**src/rtl/mem_arbiter_pkg.sv**
```systemverilog
// Shared types for the two-to-one instruction/data memory arbiter.
// Request bundles, response bundles, FSM states and grant tags.
package mem_arbiter_pkg;

  localparam int AW = 32;
  localparam int DW = 32;
  localparam int SW = 4;

  typedef struct packed {
    logic          instr;
    logic [AW-1:0] addr;
    logic [DW-1:0] wdata;
    logic [SW-1:0] wstrb;
  } mem_in_type;

  typedef struct packed {
    logic          ready;
    logic [DW-1:0] rdata;
  } mem_out_type;

  typedef enum logic [1:0] {
    IDLE,
    BUSY_I,
    BUSY_D
  } arbiter_state_type;

  typedef enum logic {
    GRANT_I,
    GRANT_D
  } arbiter_grant_type;

  function automatic mem_out_type respond(
    input logic          own,
    input logic [DW-1:0] rdata
  );
    mem_out_type r;
    r.ready = own;
    r.rdata = own ? rdata : '0;
    return r;
  endfunction

endpackage

```
**src/rtl/mem_request_slot.sv**
```systemverilog
// One-entry request slot: capture register plus pending flag.
// Outputs show the request as pending in the cycle it arrives.
module mem_request_slot
  import mem_arbiter_pkg::*;
(
  input  logic       clock,
  input  logic       reset,
  input  logic       valid_i,
  input  mem_in_type req_i,
  input  logic       clear_i,
  input  logic       accept_on_ready_i,
  output logic       pending_o,
  output mem_in_type fields_o
);

  logic       pend_q, pend_d;
  mem_in_type req_q, req_d;
  logic       load;

  always_comb begin
    load      = valid_i & (~pend_q | accept_on_ready_i);
    pending_o = pend_q | load;
    fields_o  = pend_q ? req_q : req_i;
    pend_d    = pending_o & ~clear_i;
    req_d     = load ? req_i : req_q;
  end

  always_ff @(posedge clock or negedge reset) begin
    if (!reset) begin
      pend_q <= 1'b0;
      req_q  <= '0;
    end else begin
      pend_q <= pend_d;
      req_q  <= req_d;
    end
  end

endmodule

```
**src/rtl/mem_arbiter.sv**
```systemverilog
// Two-to-one imem/dmem arbiter onto one memory bus; fixed dmem priority,
// or round robin when MEM_ARBITER_ROUND_ROBIN_EN is defined.
module mem_arbiter
  import mem_arbiter_pkg::*;
(
  input  logic          clock,
  input  logic          reset,
  input  logic          imemory_valid,
  input  logic          imemory_instr,
  input  logic [AW-1:0] imemory_addr,
  input  logic [DW-1:0] imemory_wdata,
  input  logic [SW-1:0] imemory_wstrb,
  output logic [DW-1:0] imemory_rdata,
  output logic          imemory_ready,
  input  logic          dmemory_valid,
  input  logic          dmemory_instr,
  input  logic [AW-1:0] dmemory_addr,
  input  logic [DW-1:0] dmemory_wdata,
  input  logic [SW-1:0] dmemory_wstrb,
  output logic [DW-1:0] dmemory_rdata,
  output logic          dmemory_ready,
  output logic          memory_valid,
  output logic          memory_instr,
  output logic [AW-1:0] memory_addr,
  output logic [DW-1:0] memory_wdata,
  output logic [SW-1:0] memory_wstrb,
  input  logic [DW-1:0] memory_rdata,
  input  logic          memory_ready
);

  arbiter_state_type state_q;
  arbiter_grant_type grant;
  logic              mvalid_q;
  mem_in_type        mreq_q;
  mem_in_type        i_in, d_in, i_req, d_req, sel;
  mem_out_type       i_rsp, d_rsp;
  logic              i_own, d_own, free, issue;
  logic              i_vld, d_vld, i_pend, d_pend;
  logic              clr_i, clr_d;

  assign i_in = '{instr: imemory_instr, addr: imemory_addr,
                  wdata: imemory_wdata, wstrb: imemory_wstrb};
  assign d_in = '{instr: dmemory_instr, addr: dmemory_addr,
                  wdata: dmemory_wdata, wstrb: dmemory_wstrb};

`ifdef MEM_ARBITER_ROUND_ROBIN_EN
  arbiter_grant_type last_q;
`endif

  // The ready cycle doubles as an arbitration slot.
  always_comb begin
    i_own = (state_q == BUSY_I) & memory_ready;
    d_own = (state_q == BUSY_D) & memory_ready;
    free  = (state_q == IDLE) | i_own | d_own;
    i_vld = imemory_valid & ((state_q != BUSY_I) | i_own);
    d_vld = dmemory_valid & ((state_q != BUSY_D) | d_own);
`ifdef MEM_ARBITER_ROUND_ROBIN_EN
    grant = (d_pend & (~i_pend | (last_q == GRANT_I))) ? GRANT_D : GRANT_I;
`else
    grant = d_pend ? GRANT_D : GRANT_I;
`endif
    issue = free & (i_pend | d_pend);
    clr_i = issue & (grant == GRANT_I);
    clr_d = issue & (grant == GRANT_D);
    sel   = (grant == GRANT_D) ? d_req : i_req;
  end

  mem_request_slot u_slot_i (
    .clock             (clock),
    .reset             (reset),
    .valid_i           (i_vld),
    .req_i             (i_in),
    .clear_i           (clr_i),
    .accept_on_ready_i (i_own),
    .pending_o         (i_pend),
    .fields_o          (i_req)
  );

  mem_request_slot u_slot_d (
    .clock             (clock),
    .reset             (reset),
    .valid_i           (d_vld),
    .req_i             (d_in),
    .clear_i           (clr_d),
    .accept_on_ready_i (d_own),
    .pending_o         (d_pend),
    .fields_o          (d_req)
  );

  always_ff @(posedge clock or negedge reset) begin
    if (!reset) begin
      state_q  <= IDLE;
      mvalid_q <= 1'b0;
      mreq_q   <= '0;
    end else begin
      mvalid_q <= issue;
      if (issue) begin
        mreq_q  <= sel;
        state_q <= (grant == GRANT_D) ? BUSY_D : BUSY_I;
      end else if (i_own | d_own) begin
        state_q <= IDLE;
      end
    end
  end

`ifdef MEM_ARBITER_ROUND_ROBIN_EN
  always_ff @(posedge clock or negedge reset) begin
    if (!reset) begin
      last_q <= GRANT_I;
    end else if (issue) begin
      last_q <= grant;
    end
  end
`endif

  assign i_rsp = respond(i_own, memory_rdata);
  assign d_rsp = respond(d_own, memory_rdata);

  assign imemory_ready = i_rsp.ready;
  assign imemory_rdata = i_rsp.rdata;
  assign dmemory_ready = d_rsp.ready;
  assign dmemory_rdata = d_rsp.rdata;

  assign memory_valid = mvalid_q;
  assign memory_instr = mreq_q.instr;
  assign memory_addr  = mreq_q.addr;
  assign memory_wdata = mreq_q.wdata;
  assign memory_wstrb = mreq_q.wstrb;

endmodule

```
**config.mk**
```make
export PLATFORM = sky130hd
export DESIGN_NAME = mem_arbiter
export DESIGN_NICKNAME = d
export VERILOG_FILES = /design/src/rtl/mem_arbiter_pkg.sv /design/src/rtl/mem_request_slot.sv /design/src/rtl/mem_arbiter.sv
export SDC_FILE = /design/constraint.sdc
export NUM_CORES = 1
export LEC_CHECK = 0
export ABC_AREA = 1
export CORE_ASPECT_RATIO = 1.1
export CORE_UTILIZATION = 49
export DETAILED_ROUTE_END_ITERATION = 10
export PLACE_DENSITY_LB_ADDON = 0.05
export SLEW_MARGIN = 30
export SYNTH_ARGS = -nofsm -noshare
export SYNTH_HDL_FRONTEND = slang
export SYNTH_SLANG_ARGS = --single-unit
```
**constraint.sdc**
```tcl
create_clock -name clock -period 1.7 [get_ports clock]
set_input_delay 0.34 -clock clock [delete_from_list [all_inputs] [get_ports clock]]
set_output_delay 0.34 -clock clock [all_outputs]
set_load 0.01 [all_outputs]
```
After elaboration in Yosys (flattened, before gate mapping) --
Index checks and enable logic that the tools add are counted.
Operators by class: equality and inequality tests 4, div/mod/pow operators 0, bitwise logic cells 26, muxes and demuxes 9, reduce and logical (&&, ||, !) cells 2, multipliers 0, shift-type cells 0, $add $sub $neg 0, magnitude comparators 0
Operators by type and width (count):
- 69-bit two-way mux | 3
- 32-bit two-way mux | 2
- 1-bit AND | 11
- 1-bit OR | 10
- 2-bit two-way mux | 3
- 1-bit inverter | 5
- 2-bit by 1-bit equality test with 1-bit output, second input constant | 1
- 2-bit equality test, second input constant | 1
- 2-bit zero test | 1
- 2-bit by 1-bit inequality test with 1-bit output, second input constant | 1
- 2-bit inequality test, second input constant | 1
- 2-bit nonzero test | 1
- 1-bit two-way mux | 1
Storage, ports and cells: bits of input ports 175, logic and storage cells 57, register bits after elaboration 212, output and inout bits 136, memories kept 0, bits in latches 0, bits in writable memories 0, memory bits (read-only) 0

Depth between registers and ports, before layout --
Gate-level depths: netlist (run 1).
word-level depth 11, gate-level depth with buffers 11, gate-level depth less buffers 10

Cells and area by module --
Synthesis (run 1) repeated with hierarchy kept, for this count alone.
Unflattened totals: cells, all modules 1705, area total of the unflattened synthesis 11622.4 um^2
Modules (own cells, without submodules):
- mem_request_slot | cells each 527, area an instance 3703.6 um^2, instances 2
- mem_arbiter | cells each 651, area an instance 4215.3 um^2, instances 1

Worst setup path after synthesis (run 1) --
OpenSTA, ideal clock, no wires.
kind reg-to-reg, start register u_slot_d.pend_q, end register mreq_q (netlist bit memory_wdata[23]), buffers on the path 2, arrival time 1363 ps, library setup time 117 ps, path slack 221 ps, period minus slack after synthesis 1479 ps, cell stages (with the launch flop) 9, required time 1583 ps, path through dfrtp_1 > inv_2 > clkbuf_1 > clkbuf_1 > o21ai_0 > nand2_1 > nand2_1 > nand2_1 > nand2_1
On the way: word-level cells in the longest chain between the ends 6, elaborated cells on any way between the ends 9
RTL lines:
- start, declared | line mem_request_slot.sv:16 | logic pend_q, pend_d;
- start signal, assigned | line mem_request_slot.sv:33 | pend_q <= pend_d;
- 1-bit inverter | line mem_request_slot.sv:21 | load = valid_i & (~pend_q | accept_on_ready_i);
- 1-bit OR | line mem_request_slot.sv:21
- 1-bit AND | line mem_request_slot.sv:21
- 1-bit OR | line mem_request_slot.sv:22 | pending_o = pend_q | load;
- 1-bit two-way mux / 1-bit OR (equally long branches) | line mem_arbiter.sv:60, mem_arbiter.sv:62
- 69-bit two-way mux / 1-bit AND (equally long branches) | line mem_arbiter.sv:65, mem_arbiter.sv:62
- end signal, assigned | line mem_arbiter.sv:98 | mreq_q <= sel;
- end, declared | line mem_arbiter.sv:34 | mem_in_type mreq_q;
Several ways; a longest one is shown, not always the timed one. A chain may end at the register's enable or synchronous reset.

Final worst setup path (run 1) --
start register state_q[1], end output imemory_rdata[21]
On the way: word-level cells in the longest chain between the ends 3
RTL lines:
- start, declared | line mem_arbiter.sv:31 | arbiter_state_type state_q;
- start signal, assigned | line mem_arbiter.sv:99 | state_q <= (grant == GRANT_D) ? BUSY_D : BUSY_I;
- 2-bit by 1-bit equality test with 1-bit output | line mem_arbiter.sv:52 | i_own = (state_q == BUSY_I) & memory_ready;
- 1-bit AND | line mem_arbiter.sv:52
- 32-bit two-way mux | line mem_arbiter_pkg.sv:38 | r.rdata = own ? rdata : '0;
- end, declared | line mem_arbiter.sv:13 | output logic [DW-1:0] imemory_rdata,
No other way between the ends.

==> results of run 1 <==
==> flip-flops by register name, indices dropped and copies added (netlist names) <==
signal,count
u_slot_i.pend_q,1
memory_wdata,32
memory_addr,32
state_q,2
u_slot_i.req_q,69
memory_valid,1
memory_wstrb,4
memory_instr,1
u_slot_d.pend_q,1
u_slot_d.req_q,69
==> cells in the final DEF (no fill, tap or decap), drive strengths merged, types with 4 or more instances in the layout <==
| master | netlist | layout |
|---|---|---|
| buf | 67 | 151 |
| clkbuf | 41 | 52 |
| clkdlybuf4s15 | 0 | 4 |
| clkdlybuf4s50 | 0 | 173 |
| dfrtp | 212 | 212 |
| diode | 0 | 4 |
| dlygate4sd2 | 0 | 70 |
| inv | 180 | 181 |
| nand2 | 566 | 566 |
| nand3 | 140 | 140 |
| nor2 | 65 | 65 |
| o21ai | 279 | 279 |
==> timing repair <==
item                       CTS  global route
gates cloned                 6            17
setup endpoints to repair  207           237
hold buffers                 1             0
setup buffers               24             8
pin swaps                    7             7
resized for setup          358           131
hold endpoints to repair    50             0
==> power by group <==
group | internal [W] | switching [W] | total (W) | leakage, nW
Clock | 0.00297 | 0.00202 | 0.00499 | 0.363
Sequential | 0.00755 | 0.00128 | 0.00883 | 2.63
Combinational | 0.00779 | 0.0101 | 0.0179 | 5.61
==> critical path, cell delays in order (launching register included) <==
cell     delay (ps)
dfrtp_1         410
inv_2           100
nand3_4         130
buf_8           190
buf_6           110
nor2_2          100
buf_2           160
==> metrics by stage <==
stage | worst slack, ps | utilization [%] | cells | TNS [ps]
after floorplan | 220.8 | - | 1552 | 0
after global placement | -501.5 | 67.00 | 2106 | -97810
after detailed placement | -565.4 | 67.00 | 2106 | -106810
after CTS | -303.9 | 71.71 | 2172 | -39210
after global routing | -426.1 | 74.55 | 2196 | -54890
final | -367.8 | 74.56 | 2197 | -40570
==> cell usage after synthesis <==
cell	count	area (sq um)
inv_2	4	15.01
a21oi_1	1	5.000
buf_2	39	195.2
o21ai_1	25	125.1
buf_1	21	78.83
inv_1	176	660.6
o211ai_1	1	7.510
buf_4	7	52.55
dfrtp_1	212	5305
nor2_1	65	244.0
nand3_2	2	20.02
clkbuf_1	41	153.9
nand2_1	563	2113
nand3_1	138	690.7
nand2_2	3	18.77
o21ai_0	254	1271
==> logic make-up after synthesis <==
logic type / Yosys count
flops: 212
buf+inv: 288
compound gates: 281
simple gates: 771
==> layout make-up <==
| type | count | area share (%) |
|---|---|---|
| Inverter | 180 | 4.226 |
| Tap cell | 295 | 2.246 |
| Clock buffer | 37 | 4.264 |
| Multi-Input combinational cell | 1052 | 29.61 |
| Timing Repair Buffer | 414 | 27.00 |
| Antenna cell | 4 | 0.06092 |
| Clock inverter | 3 | 0.2665 |
| Sequential cell | 212 | 32.33 |
==> per-layer routing <==
layer  routed length (um)  vias to the layer above  global-route usage, %
met4                 1127                        0                  10.77
met2                18600                      491                  51.35
met5                    0                        -                      0
met3                 2858                       85                  5.911
met1                14720                     5399                  38.02
li1                     -                     5520                      -
==> path summary, 6_finish.rpt <==
check	start	end	slack (ps)	cells after the start
worst max-delay path	state_q[1]$_DFFE_PN0P_	imemory_rdata[21]	-370	6
worst min-delay path	reset	u_slot_d.req_q[43]$_DFFE_PN0P_	360	2
min in group clock	dmemory_addr[6]	u_slot_d.req_q[42]$_DFFE_PN0P_	390	3
worst max register to register	state_q[1]$_DFFE_PN0P_	memory_addr[20]$_DFFE_PN0P_	-300	13
max in group asynchronous	reset	state_q[0]$_DFFE_PN0P_	690	3
worst min register to register	u_slot_i.req_q[44]$_DFFE_PN0P_	u_slot_i.req_q[44]$_DFFE_PN0P_	490	2
==> summary.md, run 1 <==
| Metric | Value |
|---|---|
| Outcome | finished, violations left |
| Failing checks | negative setup slack |
| Die Span Y | 158.8 um |
| Mux cell area share after synthesis | 0% |
| Longest Clk Path Bufs | 3 |
| DP HPWL | 22500 um |
| VDD IR max | 0.001164 V |
| CP startpoint kind | register |
| Sink Count | 212 |
| Critical path class | reg2out |
| Initial Util | 49.72% |
| Power Total | 0.03170 W |
| Clock skew | 15.02 ps |
| CP Max Fanout | 8 |
| RSZ-0062 raised after global routing | yes |
| NumNets Final | 2059 |
| CTS root buf | clkbuf_16 |
| Routability cong. | 0.8354 |
| Via Count | 11500 |
| CP Data Arrival Time | 1730 ps |
| Multi-input logic area | 4865 sq um |
| Relative slew slack | 63.88% |
| Total grt overflow | 0 |
| Final setup viols | 209 |
| Peak Freq | 0.4836 GHz |
| DRC viols | 0 |
| Die area | 22960 sq um |
| TritonCTS clock tree | done |
| Adder-cell share of the synthesized area | 0% |
| Area delta synth->final | 49.96% |
| Final ANT Viol Nets | 0 |
| Max cap viols | 0 |
| Pwr per Cell Area | 1929 nW/um^2 |
| Largest net degree at the start of global routing | 139 |
| Hold Crit Class | in2async |
| Sequential share of the synthesized area | 48.42% |
| Final worst-path cycle share | 121.6% |
| Area fraction in compound gates after synthesis | 12.86% |
| DR vias/cell | 5.232 |
| Die width | 144.6 um |
| Row cnt | 57 |
| Synthesized net count | 1727 |
| Dpl cell area | 14760 sq um |
| Drt total wl | 37310 um |
| Clock slew at reported path FFs | 60 ps |
| Post-Syn Area | 10960 sq um |
| Min Clock Period, post-route | 2068 ps |
| Worst-Skew Late Latency | 510 ps |
| GRT Util Overall | 30.31% |
| Synth unique cells | 16 |
| P_leak | 8.603 nW |
| Fraction of layout cells with a size suffix above 1 | 15.12% |
| Slew Viols, Final | 0 |
| Fillers | 1680 |
| Simple-gate share of the synthesized area | 28.17% |
| Worst setup margin | -367.8 ps |
| Register Area | 5311 sq um |
| Hold WS | 361.4 ps |
| Largest family of logic cells by synthesized area | simple AND/OR/NAND/NOR gates |
| CP required | 1360 ps |
| Final Instance Area | 16430 sq um |
| IO buf count | 310 |
| H-tree lvl count | 1 |
| Number of global-route vias before repair | 10970 |
| Endpoint class of the critical path | primary output |
| First-pass DRT Iterations | 5 |
| Actual slew at the worst max-slew pin | 541.9 ps |
| Yosys warns | 0 |
| I/O Pins | 311 |
| Antenna violations before repair | 4 |
| DR iter-0 viols | 963 |
| Post-Syn Area per Cell | 7.060 sq um |
| Cell count after synthesis | 1552 |
| Wire length per cell | 16.98 um |
| Flops & latches, synth | 212 |
| Fin. Hold Viols | 0 |
| Num CTS Buffers | 24 |
| First-pass GRT wire length | 54870 um |
| Xor and xnor fraction of the mapped netlist area | 0% |
| Core Footprint | 22040 sq um |
No activity file was read; power rests on OpenSTA's default activity.
==> inputs of run 2 (changes only) <==
- CTS_CLUSTER_SIZE: not set -> 25
==> run 2 against run 1 <==
Against the previous run:
- sequential power is 2.8% higher
- fmax up 0.16%
- non-clock buffer count up 38
- combinational power is 36% higher
- sequential cell count unchanged
- die area unchanged
- critical endpoint is now imemory_rdata[9]
- cell count up 1.8%
- the run still ends with negative setup slack left
- first-iteration DRC count grew 27%
- via count is 9.0% higher
- total power grew 21%
==> summary.md, run 2 (synthesis gave the netlist of run 1 again) <==
| Metric | Value |
|---|---|
| Largest net degree at the start of global routing | 139 |
| CP startpoint kind | register |
| Outcome | finished, violations left |
| NumNets Final | 2098 |
| CTS root buf | clkbuf_16 |
| Dpl cell area | 14760 sq um |
| Num CTS Buffers | 24 |
| DR vias/cell | 5.605 |
| First-pass GRT wire length | 59260 um |
| Relative slew slack | 58.51% |
| Clock slew at reported path FFs | 60 ps |
| DP HPWL | 22500 um |
| I/O Pins | 311 |
| Leading cell type in the layout, fill and taps excluded | nand2_1 |
| Die width | 144.6 um |
| Top flop regs | u_slot_d.req_q (69), u_slot_i.req_q (69) |
| Worst-Skew Late Latency | 530 ps |
| Area delta synth->final | 68.23% |
| Antenna violations before repair | 5 |
| Row cnt | 57 |
| Actual slew at the worst max-slew pin | 622.3 ps |
| CP required | 1360 ps |
| Drt total wl | 44800 um |
| Final worst-path cycle share | 121.4% |
| Peak Freq | 0.4844 GHz |
| Die Span Y | 158.8 um |
| Fin. Hold Viols | 0 |
| Die area | 22960 sq um |
| GRT Util Overall | 33.02% |
| Register Area | 5310 sq um |
| Number of global-route vias before repair | 11470 |
| DRC viols | 0 |
| Endpoint class of the critical path | primary output |
| Sink Count | 212 |
| Worst setup margin | -364.5 ps |
| Slew Viols, Final | 0 |
| Fraction of layout cells with a size suffix above 1 | 28.11% |
| Hold Crit Class | in2async |
| Failing checks | negative setup slack |
| CP Data Arrival Time | 1720 ps |
| Max cap viols | 0 |
| Wire length per cell | 20.04 um |
| Worst reg2reg endpoint | memory_addr[3]$_DFFE_PN0P_ |
| Multi-input logic area | 5893 sq um |
| Via Count | 12530 |
| Dpl ws | -565.4 ps |
| Longest Clk Path Bufs | 3 |
| Worst R2R Path Depth | 12 |
| Fillers | 1252 |
| VDD IR max | 0.001227 V |
| Critical path class | reg2out |
| H-tree lvl count | 1 |
| First-pass DRT Iterations | 6 |
| Final ANT Viol Nets | 0 |
| P_leak | 9.441 nW |
| CP Max Fanout | 5 |
| Core Footprint | 22040 sq um |
| Pwr per Cell Area | 2083 nW/um^2 |
| Initial Util | 49.72% |
| Worst r2r src | state_q[1]$_DFFE_PN0P_ |
| Commonest cells after routing, fill and taps aside | nand2_1 (413), o21ai_0 (221), dfrtp_1 (210), inv_1 (174), clkdlybuf4s50_1 (173) |
| Total negative slack | -39470 ps |
| Routability cong. | 0.8354 |
| IO buf count | 310 |
| TritonCTS clock tree | done |
| Final setup viols | 188 |
| Final Instance Area | 18430 sq um |
| Clock skew | 17.20 ps |
| DR iter-0 viols | 1226 |
| RSZ-0062 raised after global routing | yes |
| Min Clock Period, post-route | 2065 ps |
| Reg2Reg Setup Slack | -300 ps |
| Total grt overflow | 0 |
[run 2: cell types whose count changed in the layout (fill, tap and decap cells not counted), moves of 17 or more]
cell	before	now
nand2_1	544	413
nand2_2	15	103
nand3_1	115	68
nand3_2	22	66
nand2_4	3	45
buf_6	24	50
o21ai_0	243	221
nor2_1	39	19
nor2_4	6	23
o21ai_2	4	21
[run 2: power by group]
group	switching, W	internal, W
Combinational	0.0134	0.0109
Sequential	0.00153	0.00755
Clock	0.00207	0.00296
[run 2: how the worst max path moves through the flow]
stage                                    startpoint                            to  slack, ps
after floorplan           u_slot_d.pend_q$_DFF_PN0_  memory_wdata[23]$_DFFE_PN0P_        220
after CTS                    state_q[1]$_DFFE_PN0P_             imemory_rdata[14]       -400
after detailed placement               memory_ready             imemory_rdata[14]       -570
after global routing         state_q[1]$_DFFE_PN0P_             imemory_rdata[26]       -390
final                        state_q[1]$_DFFE_PN0P_              imemory_rdata[9]       -360
after global placement                 memory_ready             imemory_rdata[31]       -500
[run 2: routing by layer]
layer	wire length [um]	global-route usage (%)
met1	16440	42.34
met2	22130	55.22
met3	3894	5.398
met4	2336	12.73
met5	0	0
[run 2: area by class of cell]
| class | instances | area share, % |
|---|---|---|
| clock buffers | 36 | 3.998 |
| diodes | 6 | 0.08146 |
| inverters | 180 | 3.794 |
| repair buffers | 452 | 29.27 |
| multi-input cells | 1053 | 31.97 |
| flip-flops and latches | 212 | 28.81 |
| well taps | 295 | 2.002 |
| clock inverters | 2 | 0.07467 |
[run 2: stage by stage]
step,util (%),std cells,hold slack (ps),power (W)
after global routing,83.62,2234,399.6,0.04032
after floorplan,-,1552,44.41,0.01736
after detailed placement,67.00,2106,316.9,0.02355
after global placement,67.00,2106,325.3,0.02314
final,83.64,2236,348.6,0.03839
after CTS,76.23,2203,377.5,0.03301
[run 2: repair_timing]
action	CTS	global route
setup buffers	36	15
gates resized for setup	511	371
hold buffers	1	0
gates cloned	26	29
endpoints found under the hold margin	50	0
setup endpoints to repair	205	272
pin swaps	64	76
[run 2: critical path, cell delays in order, from the launching register on]
cell and delay, ps:
dfrtp_1 400, inv_2 100, nand3_4 120, buf_6 160
buf_12 130, buf_8 120, nor2_4 70, buf_6 100
==> inputs of run 3 (changes only) <==
- CORE_MARGIN: not set -> 4
- CORE_UTILIZATION: 49 -> 46
==> run 3 against run 2 <==
Against the previous run:
- the run still ends with negative setup slack left
- combinational power shrank 32%
- cell count down 2.5%
- largest cell class is now sequential cells
- total power fell by 21%
- highest routed layer is now met5
- critical path depth is 2 lower
- worst setup slack improved by 170 ps
- critical path type unchanged
==> summary.md, run 3 (synthesis gave the netlist of run 1 again) <==
| Metric | Value |
|---|---|
| Leading cell type in the layout, fill and taps excluded | nand2_1 |
| Final worst-path cycle share | 111.2% |
| Fillers | 2040 |
| Via Count | 11120 |
| Top flop regs | u_slot_d.req_q (69), u_slot_i.req_q (69) |
| Worst reg2reg endpoint | memory_wdata[12]$_DFFE_PN0P_ |
| First-pass DRT Iterations | 5 |
| Die Span Y | 169.9 um |
| DR iter-0 viols | 760 |
| Peak Freq | 0.5292 GHz |
| Longest Clk Path Bufs | 3 |
| DP HPWL | 23470 um |
| Min Clock Period, post-route | 1890 ps |
| Wire length per cell | 16.27 um |
| Drt total wl | 35470 um |
| Hold WS | 321.3 ps |
| Relative slew slack | 68.96% |
| First-pass GRT wire length | 53720 um |
| Routability cong. | 0.8386 |
| Failing checks | negative setup slack |
| DRC viols | 0 |
| Fin. Hold Viols | 0 |
| Sink Count | 212 |
| CP Data Arrival Time | 1550 ps |
| Final ANT Viol Nets | 0 |
| Final Instance Area | 15660 sq um |
| Actual slew at the worst max-slew pin | 465.6 ps |
| Outcome | finished, violations left |
| IO buf count | 310 |
| Hold Crit Class | in2async |
| Core Footprint | 23150 sq um |
| Final setup viols | 101 |
| Worst r2r src | state_q[1]$_DFFE_PN0P_ |
| CTS root buf | clkbuf_16 |
| Worst-Skew Late Latency | 510 ps |
| I/O Pins | 311 |
| Endpoint class of the critical path | primary output |
| Number of global-route vias before repair | 10370 |
| Num CTS Buffers | 24 |
| Die area | 26350 sq um |
| DR vias/cell | 5.100 |
| Worst R2R Path Depth | 9 |
| Row cnt | 58 |
| Dpl cell area | 14740 sq um |
| RSZ-0062 raised after global routing | yes |
| P_leak | 8.352 nW |
| Antenna violations before repair | 6 |
| Clock skew | 11.74 ps |
| VDD IR max | 0.001132 V |
| NumNets Final | 2035 |
| Largest net degree at the start of global routing | 115 |
| Slew Viols, Final | 0 |
| Pwr per Cell Area | 1942 nW/um^2 |
| Initial Util | 47.33% |
| Die width | 155.2 um |
| Area delta synth->final | 42.90% |
| GRT Util Overall | 24.77% |
| Max cap viols | 0 |
| Total grt overflow | 0 |
| CP required | 1360 ps |
| H-tree lvl count | 1 |
| CP Max Fanout | 33 |
| Worst setup margin | -189.6 ps |
| Reg2Reg Setup Slack | -80 ps |
| CP startpoint kind | register |
| Critical path class | reg2out |
| Fraction of layout cells with a size suffix above 1 | 10.82% |
| TritonCTS clock tree | done |
| Clock slew at reported path FFs | 60 ps |
| Commonest cells after routing, fill and taps aside | nand2_1 (558), o21ai_0 (253), dfrtp_1 (209), inv_1 (176), clkdlybuf4s50_1 (173) |
[run 3: cell count changes in the layout (fill, tap and decap cells not counted), moves of 19 or more]
cell	before	now
buf_2	41	65
nor2_1	19	62
nor2_4	23	0
nand3_1	68	138
nand2_2	103	1
buf_12	47	28
nand2_1	413	558
nand3_2	66	2
buf_6	50	9
o21ai_0	221	253
nand2_4	45	4
nor2_2	23	3
o21ai_2	21	0
[run 3: power by group]
part | leakage [nW] | total, W | internal, W | switching [W]
sequential | 2.63 | 0.00873 | 0.00754 | 0.00119
combinational | 5.32 | 0.0165 | 0.00698 | 0.00948
clock | 0.396 | 0.00522 | 0.00314 | 0.00207
[run 3: timing repair]
| item | CTS | global route |
|---|---|---|
| cloned | 0 | 17 |
| setup buffers | 2 | 1 |
| resized for setup | 342 | 31 |
| pin swaps | 0 | 2 |
| endpoints found under the setup margin | 231 | 166 |
| hold buffers | 1 | 0 |
| endpoints found under the hold margin | 38 | 0 |
[run 3: critical path: stages, from the launching register on]
cell and delay (ps):
dfrtp_1 420, inv_2 90, nand3_2 90, buf_12 180, nor2_1 100, buf_2 140
[run 3: how the worst max path moves through the flow]
| stage | from | cells after the start | slack (ps) | to |
|---|---|---|---|---|
| after CTS | state_q[0]$_DFFE_PN0P_ | 5 | -190 | dmemory_rdata[17] |
| after floorplan | u_slot_d.pend_q$_DFF_PN0_ | 8 | 220 | memory_wdata[23]$_DFFE_PN0P_ |
| final | state_q[1]$_DFFE_PN0P_ | 5 | -190 | imemory_rdata[24] |
| after global routing | state_q[0]$_DFFE_PN0P_ | 5 | -270 | dmemory_rdata[5] |
| after detailed placement | memory_ready | 5 | -490 | imemory_rdata[11] |
| after global placement | memory_ready | 5 | -470 | imemory_rdata[29] |
[run 3: routing by layer]
metal  routed length, um  global-route usage, %
met5                  39                      0
met4                 886                  7.104
met3                2665                  5.036
met2               17540                  42.24
met1               14340                  32.16
[run 3: cell type report]
class	count	area [sq um]	area share, %
Inverter	180	680.7	4.347
Timing Repair Buffer	387	3847	24.57
Clock buffer	38	744.5	4.755
Antenna cell	3	7.507	0.04795
Multi-Input combinational cell	1055	4637	29.61
Clock inverter	5	53.80	0.3436
Tap cell	300	375.4	2.397
Sequential cell	212	5311	33.92
[run 3: through the flow]
stage	setup TNS, ps	setup WS (ps)	cells	total power [W]	utilization [%]
3_5_place_dp	-96830	-494.3	2113	0.02363	63.65
5_1_grt	-20560	-273.3	2180	0.03276	67.64
4_1_cts	-10880	-187.5	2159	0.02837	65.56
3_3_place_gp	-89140	-467.0	2113	0.02328	63.65
2_1_floorplan	0	220.8	1552	0.01736	-
6_report	-12440	-189.6	2180	0.03041	67.64
